### src/rtl/des_rounds.sv
// Iterative DES round engine: 16 Feistel rounds, one per clock, with on-the-fly key schedule.
// Optional DES_ROUNDS_PARITY_CHK_EN adds key_err and rejects keys whose bytes lack odd parity.

// Combinational DES f-function: E expansion, key mix, S-boxes, P permutation.
module des_f (
    input  logic [31:0] r_i,
    input  logic [47:0] k_i,
    output logic [31:0] f_c
);
    localparam int unsigned RW = 32;
    localparam int unsigned EW = 48;

    localparam logic [0:47][5:0] E_T = {
        6'd32, 6'd1,  6'd2,  6'd3,  6'd4,  6'd5,
        6'd4,  6'd5,  6'd6,  6'd7,  6'd8,  6'd9,
        6'd8,  6'd9,  6'd10, 6'd11, 6'd12, 6'd13,
        6'd12, 6'd13, 6'd14, 6'd15, 6'd16, 6'd17,
        6'd16, 6'd17, 6'd18, 6'd19, 6'd20, 6'd21,
        6'd20, 6'd21, 6'd22, 6'd23, 6'd24, 6'd25,
        6'd24, 6'd25, 6'd26, 6'd27, 6'd28, 6'd29,
        6'd28, 6'd29, 6'd30, 6'd31, 6'd32, 6'd1
    };

    localparam logic [0:31][5:0] P_T = {
        6'd16, 6'd7,  6'd20, 6'd21, 6'd29, 6'd12, 6'd28, 6'd17,
        6'd1,  6'd15, 6'd23, 6'd26, 6'd5,  6'd18, 6'd31, 6'd10,
        6'd2,  6'd8,  6'd24, 6'd14, 6'd32, 6'd27, 6'd3,  6'd9,
        6'd19, 6'd13, 6'd30, 6'd6,  6'd22, 6'd11, 6'd4,  6'd25
    };

    // S1..S8, each 4 rows of 16 nibbles; entry (row*16+col) sits 4*entry bits below the box top.
    localparam logic [2047:0] SBOX = {
        64'hE4D12FB83A6C5907, 64'h0F74E2D1A6CB9538, 64'h41E8D62BFC973A50, 64'hFC8249175B3EA06D,
        64'hF18E6B34972DC05A, 64'h3D47F28EC01A69B5, 64'h0E7BA4D158C6932F, 64'hD8A13F42B67C05E9,
        64'hA09E63F51DC7B428, 64'hD709346A285ECBF1, 64'hD6498F30B12C5AE7, 64'h1AD069874FE3B52C,
        64'h7DE3069A1285BC4F, 64'hD8B56F03472C1AE9, 64'hA690CB7DF13E5284, 64'h3F06A1D8945BC72E,
        64'h2C417AB6853FD0E9, 64'hEB2C47D150FA3986, 64'h421BAD78F9C5630E, 64'hB8C71E2D6F09A453,
        64'hC1AF92680D34E75B, 64'hAF427C9561DE0B38, 64'h9EF528C3704A1DB6, 64'h432C95FABE17608D,
        64'h4B2EF08D3C975A61, 64'hD0B7491AE35C2F86, 64'h14BDC37EAF680592, 64'h6BD814A7950FE23C,
        64'hD2846FB1A93E50C7, 64'h1FD8A374C56B0E92, 64'h7B419CE206ADF358, 64'h21E74A8DFC90356B
    };

    logic [EW-1:0] e_c;
    logic [EW-1:0] x_c;
    logic [RW-1:0] s_c;
    logic [5:0]    six_c;
    logic [5:0]    idx_c;

    // Internal vectors keep DES bit 1 at the MSB.
    always_comb begin
        e_c   = '0;
        s_c   = '0;
        six_c = '0;
        idx_c = '0;
        f_c   = '0;
        for (int i = 0; i < 48; i++) begin
            e_c[6'(47 - i)] = r_i[5'(32 - int'(E_T[6'(i)]))];
        end
        x_c = e_c ^ k_i;
        for (int b = 0; b < 8; b++) begin
            six_c = x_c[6'(47 - 6 * b) -: 6];
            idx_c = {six_c[5], six_c[0], six_c[4:1]};
            s_c[5'(31 - 4 * b) -: 4] = SBOX[11'(2047 - 256 * b - 4 * int'(idx_c)) -: 4];
        end
        for (int i = 0; i < 32; i++) begin
            f_c[5'(31 - i)] = s_c[5'(32 - int'(P_T[5'(i)]))];
        end
    end
endmodule

module des_rounds (
    input  logic        clk,
    input  logic        rst,
    input  logic        start,
    input  logic        decrypt,
    input  logic [1:64] din,
    input  logic [1:64] key,
    output logic        busy,
    output logic        done,
    output logic [1:64] dout
`ifdef DES_ROUNDS_PARITY_CHK_EN
    ,
    output logic        key_err
`endif
);
    localparam int unsigned BW  = 64;
    localparam int unsigned HW  = 32;
    localparam int unsigned CW  = 28;
    localparam int unsigned KW  = 48;
    localparam int unsigned RNW = 5;

    localparam logic [0:0] IDLE = 1'b0;
    localparam logic [0:0] RUN  = 1'b1;

    localparam logic [0:55][5:0] PC1_T = {
        6'd57, 6'd49, 6'd41, 6'd33, 6'd25, 6'd17, 6'd9,
        6'd1,  6'd58, 6'd50, 6'd42, 6'd34, 6'd26, 6'd18,
        6'd10, 6'd2,  6'd59, 6'd51, 6'd43, 6'd35, 6'd27,
        6'd19, 6'd11, 6'd3,  6'd60, 6'd52, 6'd44, 6'd36,
        6'd63, 6'd55, 6'd47, 6'd39, 6'd31, 6'd23, 6'd15,
        6'd7,  6'd62, 6'd54, 6'd46, 6'd38, 6'd30, 6'd22,
        6'd14, 6'd6,  6'd61, 6'd53, 6'd45, 6'd37, 6'd29,
        6'd21, 6'd13, 6'd5,  6'd28, 6'd20, 6'd12, 6'd4
    };

    localparam logic [0:47][5:0] PC2_T = {
        6'd14, 6'd17, 6'd11, 6'd24, 6'd1,  6'd5,
        6'd3,  6'd28, 6'd15, 6'd6,  6'd21, 6'd10,
        6'd23, 6'd19, 6'd12, 6'd4,  6'd26, 6'd8,
        6'd16, 6'd7,  6'd27, 6'd20, 6'd13, 6'd2,
        6'd41, 6'd52, 6'd31, 6'd37, 6'd47, 6'd55,
        6'd30, 6'd40, 6'd51, 6'd45, 6'd33, 6'd48,
        6'd44, 6'd49, 6'd39, 6'd56, 6'd34, 6'd53,
        6'd46, 6'd42, 6'd50, 6'd36, 6'd29, 6'd32
    };

    function automatic logic [55:0] pc1(input logic [BW-1:0] k);
        logic [55:0] r;
        r = '0;
        for (int i = 0; i < 56; i++) begin
            r[6'(55 - i)] = k[6'(64 - int'(PC1_T[6'(i)]))];
        end
        return r;
    endfunction

    function automatic logic [KW-1:0] pc2(input logic [55:0] cd);
        logic [KW-1:0] r;
        r = '0;
        for (int i = 0; i < 48; i++) begin
            r[6'(47 - i)] = cd[6'(56 - int'(PC2_T[6'(i)]))];
        end
        return r;
    endfunction

    // Decrypt walks the schedule backwards, so rotations run right instead of left.
    function automatic logic [CW-1:0] rot28(input logic [CW-1:0] x, input logic dec,
                                            input logic [1:0] amt);
        logic [CW-1:0] r;
        r = x;
        case (amt)
            2'd1:    r = dec ? {x[0], x[27:1]}   : {x[26:0], x[27]};
            2'd2:    r = dec ? {x[1:0], x[27:2]} : {x[25:0], x[27:26]};
            default: r = x;
        endcase
        return r;
    endfunction

    logic [0:0]     state_q, state_d;
    logic [RNW-1:0] rnd_q, rnd_d;
    logic [HW-1:0]  l_q, l_d, r_q, r_d;
    logic [CW-1:0]  c_q, c_d, d_q, d_d;
    logic           dec_q, dec_d;
    logic           busy_q, busy_d;
    logic           done_q, done_d;
    logic [BW-1:0]  dout_q, dout_d;
    logic           key_err_q, key_err_d;

    logic [BW-1:0]  din_c;
    logic [BW-1:0]  key_c;
    logic           one_step_c;
    logic [1:0]     amt_c;
    logic [CW-1:0]  c_rot_c, d_rot_c;
    logic [KW-1:0]  rkey_c;
    logic [HW-1:0]  f_c;
    logic [HW-1:0]  r_new_c;
    logic           key_ok_c;

    assign din_c = din;
    assign key_c = key;

    // Rounds 1, 2, 9, 16 shift by one; decrypt round 1 reuses C0||D0 unrotated for K16.
    always_comb begin
        one_step_c = (rnd_q == 5'd1) || (rnd_q == 5'd2) || (rnd_q == 5'd9) || (rnd_q == 5'd16);
        amt_c      = one_step_c ? 2'd1 : 2'd2;
        if (dec_q && (rnd_q == 5'd1)) begin
            amt_c = 2'd0;
        end
    end

    assign c_rot_c = rot28(c_q, dec_q, amt_c);
    assign d_rot_c = rot28(d_q, dec_q, amt_c);
    assign rkey_c  = pc2({c_rot_c, d_rot_c});

    des_f u_f (
        .r_i (r_q),
        .k_i (rkey_c),
        .f_c (f_c)
    );

    assign r_new_c = l_q ^ f_c;

`ifdef DES_ROUNDS_PARITY_CHK_EN
    always_comb begin
        key_ok_c = 1'b1;
        for (int b = 0; b < 8; b++) begin
            key_ok_c = key_ok_c & (^key_c[6'(63 - 8 * b) -: 8]);
        end
    end
`else
    assign key_ok_c = 1'b1;
`endif

    always_comb begin
        state_d   = state_q;
        rnd_d     = rnd_q;
        l_d       = l_q;
        r_d       = r_q;
        c_d       = c_q;
        d_d       = d_q;
        dec_d     = dec_q;
        busy_d    = busy_q;
        done_d    = 1'b0;
        dout_d    = dout_q;
        key_err_d = 1'b0;
        case (state_q)
            IDLE: begin
                busy_d = 1'b0;
                if (start) begin
                    if (key_ok_c) begin
                        l_d        = din_c[63:32];
                        r_d        = din_c[31:0];
                        {c_d, d_d} = pc1(key_c);
                        dec_d      = decrypt;
                        rnd_d      = 5'd1;
                        busy_d     = 1'b1;
                        state_d    = RUN;
                    end else begin
                        key_err_d = 1'b1;
                    end
                end
            end
            RUN: begin
                c_d = c_rot_c;
                d_d = d_rot_c;
                l_d = r_q;
                r_d = r_new_c;
                if (rnd_q == 5'd16) begin
                    dout_d  = {r_new_c, r_q};
                    done_d  = 1'b1;
                    busy_d  = 1'b0;
                    rnd_d   = '0;
                    state_d = IDLE;
                end else begin
                    rnd_d = rnd_q + 5'd1;
                end
            end
            default: begin
                state_d = IDLE;
                busy_d  = 1'b0;
            end
        endcase
    end

    always_ff @(posedge clk) begin
        if (rst) begin
            state_q   <= IDLE;
            rnd_q     <= '0;
            l_q       <= '0;
            r_q       <= '0;
            c_q       <= '0;
            d_q       <= '0;
            dec_q     <= 1'b0;
            busy_q    <= 1'b0;
            done_q    <= 1'b0;
            dout_q    <= '0;
            key_err_q <= 1'b0;
        end else begin
            state_q   <= state_d;
            rnd_q     <= rnd_d;
            l_q       <= l_d;
            r_q       <= r_d;
            c_q       <= c_d;
            d_q       <= d_d;
            dec_q     <= dec_d;
            busy_q    <= busy_d;
            done_q    <= done_d;
            dout_q    <= dout_d;
            key_err_q <= key_err_d;
        end
    end

    assign busy = busy_q;
    assign done = done_q;
    assign dout = dout_q;

`ifdef DES_ROUNDS_PARITY_CHK_EN
    assign key_err = key_err_q;
`endif
endmodule

### config.mk
export PLATFORM = sky130hd
export DESIGN_NAME = des_rounds
export DESIGN_NICKNAME = d
export VERILOG_FILES = /design/src/rtl/des_rounds.sv
export SDC_FILE = /design/constraint.sdc
export NUM_CORES = 1
export LEC_CHECK = 0
export CAP_MARGIN = 25
export CORE_MARGIN = 10
export CORE_UTILIZATION = 66
export CTS_CLUSTER_DIAMETER = 150
export DETAILED_ROUTE_END_ITERATION = 7
export DONT_BUFFER_PORTS = 1
export PLACE_DENSITY = 0.91
export SETUP_SLACK_MARGIN = 0.4
export SLEW_MARGIN = 30
export SYNTH_ARGS = -nofsm -noshare
export SYNTH_HDL_FRONTEND = slang
export SYNTH_SLANG_ARGS = --single-unit
### constraint.sdc
create_clock -name clk -period 4 [get_ports clk]
set_clock_uncertainty 0.05 [all_clocks]
set_input_delay 0.6 -clock clk [delete_from_list [all_inputs] [get_ports clk]]
set_output_delay 0.6 -clock clk [all_outputs]
set_load 0.01 [all_outputs]
# Yosys cells after proc, flatten, opt, wreduce, memory -nomap -nowiden
# Index checks and enable logic that the tools add are counted.
# op_classes
n_reduce_logical,2
addsub,1
n_bitwise,1
eq_ne,3
div_mod_pow,0
n_lt_le_gt_ge,0
multipliers,0
n_mux,13
shift,0
# op_table
operator,n
$pmux W32 S2,2
$mux W32,2
$mux W5,2
$pmux W5 S2,1
$add A5 B1 Y5 const B,1
$eq A5 B5 Y1 const B,1
$mux W1,4
$pmux W1 S2,2
$ne A2 B1 Y1 const B,1
$ne A2 B2 Y1 const B,1
$reduce_and A2 Y1,1
$reduce_or A2 Y1,1
$not A1 Y1,1
# word_totals
output_inout_bits,66
regBits,120
mem_bits_ro,0
word_cells,27
latchBits,0
mem_bits_rw,0
memories,0

# Longest topological paths before layout
# logic_depth
ltp_word,3
ltp_mapped,7

# Modules after synthesis
# Synthesis repeated with hierarchy kept, for this count alone.
# hier_totals
hier_cells,1129
area_unflattened_um2,9804.4
# modules_own_cells
mod,n_inst,area_each_um2,cells_each
des_rounds,1,9560.4,1096
des_f,1,244.0,33

# Worst setup path after synthesis
# OpenSTA, ideal clock, no wires.
# synth_timing
path_type,input to register
from,input port start
to,register l_q[16]
slack_ns,2.395
path_buffers,2
stages,5
t_arrival_ns,1.428
t_required_ns,3.822
cell_sequence,buf_4 > buf_2 > mux2_2 > mux2i_1 > nor2_1
# synth_via
elab_chain_cells,1
# synth_rtl
element,line,rtl
start: declaration,74,"input logic start,"
$ne A2 B2 Y1 (no source line),--,
end signal: assignment,270,l_q <= l_d;
end: declaration,150,"logic [HW-1:0] l_q, l_d, r_q, r_d;"
# No other way between the ends.
# A chain may end at the register's enable or synchronous reset.

# Final worst setup path
# layout_timing
from,register rnd_q[0]
to,register dout_q[20] (netlist: dout[44])
# layout_via
elab_chain_cells,2
# layout_rtl
element,line,rtl
start: declaration,149,"logic [RNW-1:0] rnd_q, rnd_d;"
start signal: assignment,269,rnd_q <= rnd_d;
$eq A5 B5 Y1,237,if (rnd_q == 5'd16) begin
$reduce_and A2 Y1 (no source line),--,
end signal: assignment,277,dout_q <= dout_d;
end: declaration,155,"logic [BW-1:0] dout_q, dout_d;"
# No other way between the ends.

==> results.tsv <==
stage	metric	value	unit
outcome	status	complete, no violations	
global_route	met3_usage	7.373	%
timing	fin_crit	2.287	ns
global_route	grt_max_degree	138	
worst_setup_path	crit_path_end_kind	flop	
synth	yosys_register_bits	104	
synth	ys.flop_type	dfxtp_1	
clock_network	cts_sinks	104	
timing	setup_viol	0	
die	die_x	104.0	um
worst_setup_path	worstPathMaxFanout	51	
clock_network	clockRootBuffer	clkbuf_8	
timing	min_period_over_period	57.18	%
die	die_area	0.01082	sq mm
detailed_routing	vias	3101	
timing	worstMarginPinSlew	0.8697	ns
detailed_routing	vias_per_cell	5.775	
die	io_pins	198	
synth	yosysWarnings	0	
synth	ys_types	30	
pwr	power	1911	uW
synth	netlist_instances	468	
detailed_routing	first_iter_violations	131	
pwr	power.leakage	0.001729	uW
timing	rsz0062_at_grt	no	
global_route	overflow	0	
synth	yosysSeqAreaShare	44.70	%
clock_network	tritoncts	built	
clock_network	post_cts_buffers	0	
synth	async_reset_ff_share	0	%
clock_network	holdBufCountCts	0	
synth	syn_avg_cell_area	9.953	sq um
layout	post-route-util	68.68	%
layout	areaGrowthSynthToFinish	0.7252	%
die	coreArea	0.006832	sq mm
placement	post-dp-hpwl	6575	um
global_route	grt_use_met1	19.00	%
synth	yosysTopAreaCell	dfxtp_1	
worst_setup_path	worstPathRequired	4.15	ns
clock_network	cts_resized	0	
global_route	grt_pass1_wl	15970	um
timing	whs	0.2683	ns
timing	max_freq	0.4372	GHz
detailed_routing	post-route-drc-count	0	
die	start_util	68.19	%
synth	synth.cell_area	0.004658	sq mm
global_route	gr-usage-met2	29.82	%
clock_network	numCtsBuffers	9	
clock_network	path_clk_slew	0.09	ns
pwr	ir_worst_vdd	0.0002403	V
layout	seqCellArea	0.002086	sq mm
placement	gp_congestion	0.7467	
hold_path	hold_class	in -> reg	
global_route	antenna_found_initial	0	
worst_setup_path	start_kind	flop	
synth	synth_edf_count	0	
job	cap_violations	0	
layout	multi_input_area	0.002260	sq mm
global_route	grt.total_usage	17.47	%
pwr	power_density	407.2	mW/mm^2
synth	synth.top_cell.area_share	44.70	%
synth	synthTopCellsByArea	dfxtp_1 45%, mux2i_1 10%, nand4b_1 9.0%	
detailed_routing	ant_nets	0	
layout	final_layout_size_suffix_gt1_share	12.27	%
global_route	top_usage_layer	met2	
global_route	first_global_vias	3084	
timing	slew_viol_final	0	
placement	port_buffers	0	
timing	final_hold_viol_count	0	
timing	setup_tns	0	ns
clock_network	htreeDepth	3	
clock_network	clockBufferDepth	2	
detailed_routing	detail_route.first_pass.iterations	4	
worst_setup_path	worstSetupPathType	reg -> reg	
die	row_count	30	
layout	fillCellCount	549	
detailed_routing	post_drt_wl_per_cell	18.55	um
die	die_h	104.0	um
worst_setup_path	critical_path_arrival	2.44	ns
detailed_routing	routed_wl	9960	um
layout	nets	570	
clock_network	clock_latency	0.34	ns
timing	max_slew_margin	42.02	%
[registers in the layout (all words and copies together) (netlist names)]
signal   flops
dout        48
busy         1
done         1
rnd_q        5
l_q         16
r_q         32
state_q      1
[where the power goes]
part	leakage, uW	internal, uW	switching, uW	total [uW]
combinational	0.000782	77.8	57.8	136
clock	0.000101	347	334	681
sequential	0.000846	1070	27.5	1090
total	0.00173	1490	419	1910
[cells in the mapped netlist (all sizes together), types with 3 or more instances]
cell / instances
dfxtp: 104
nor2: 53
nand2b: 49
mux2i: 48
nand4b: 48
o21ai: 48
buf: 41
mux2: 33
clkbuf: 18
nand3: 3
nor3: 3
[through the flow]
step                      cells  area (sq um)  worst slack, ns
after global placement      521          4481            1.838
final                       537          4692            1.713
after global routing        536          4690            1.593
after detailed placement    521          4481            1.729
after CTS                   536          4690            1.714
after floorplan             483          4715            2.395
[kinds of logic after synthesis]
kind of cell	after synthesis	synth area share (%)
simple gates	165	22.08
flops	104	44.70
mux	81	18.29
buf+inv	61	8.004
compound gates	54	6.312
fa+ha+maj	2	0.5371
other cells	1	0.08050
[routing by layer]
layer	share of wire [%]	vias to the layer above
li1	-	1527
met1	39	1491
met2	51	77
met3	8.6	6
met4	1.0	0
met5	0	-
[worst max-delay path: stages (launching register included)]
cell,delay [ns]
dfxtp_1,0.37
inv_1,0.08
ha_1,0.15
and4bb_4,0.68
and2_4,0.59
o21ai_0,0.21
[layout by cell type (no fill, tap or decap), drive strengths merged, types with 2 or more instances in the layout]
| cell | instances |
|---|---|
| nand2b | 49 |
| inv | 2 |
| clkbuf | 9 |
| ha | 2 |
| dfxtp | 104 |
| bufinv | 2 |
| nor3b | 2 |
| o21ai | 48 |
| nand4b | 48 |
| nor2 | 53 |
| a22o | 2 |
| clkinv | 2 |
| clkinvlp | 2 |
| nand3 | 3 |
| mux2i | 48 |
| nor3 | 3 |
| conb | 16 |
| mux2 | 33 |
[final timing paths]
kind | startpoint | end | slack, ns | depth (start not counted)
setup reg to reg | rnd_q[0] | dout[44] | 1.71 | 5
setup / recovery | rnd_q[0] | dout[44] | 1.71 | 5
hold reg to reg | r_q[11] | dout[53] | 0.45 | 2
hold / removal | rst | rnd_q[3] | 0.27 | 1
[cell type report]
type | count | share of cell area (%)
inverters | 2 | 0.1600
repair buffers | 1 | 0.1600
clock buffers | 9 | 2.640
clock inverters | 6 | 1.813
flip-flops and latches | 104 | 44.45
multi-input cells | 318 | 48.16
diodes | 1 | 0.05333
well taps | 96 | 2.560
Power figures use the tool's default switching activity.
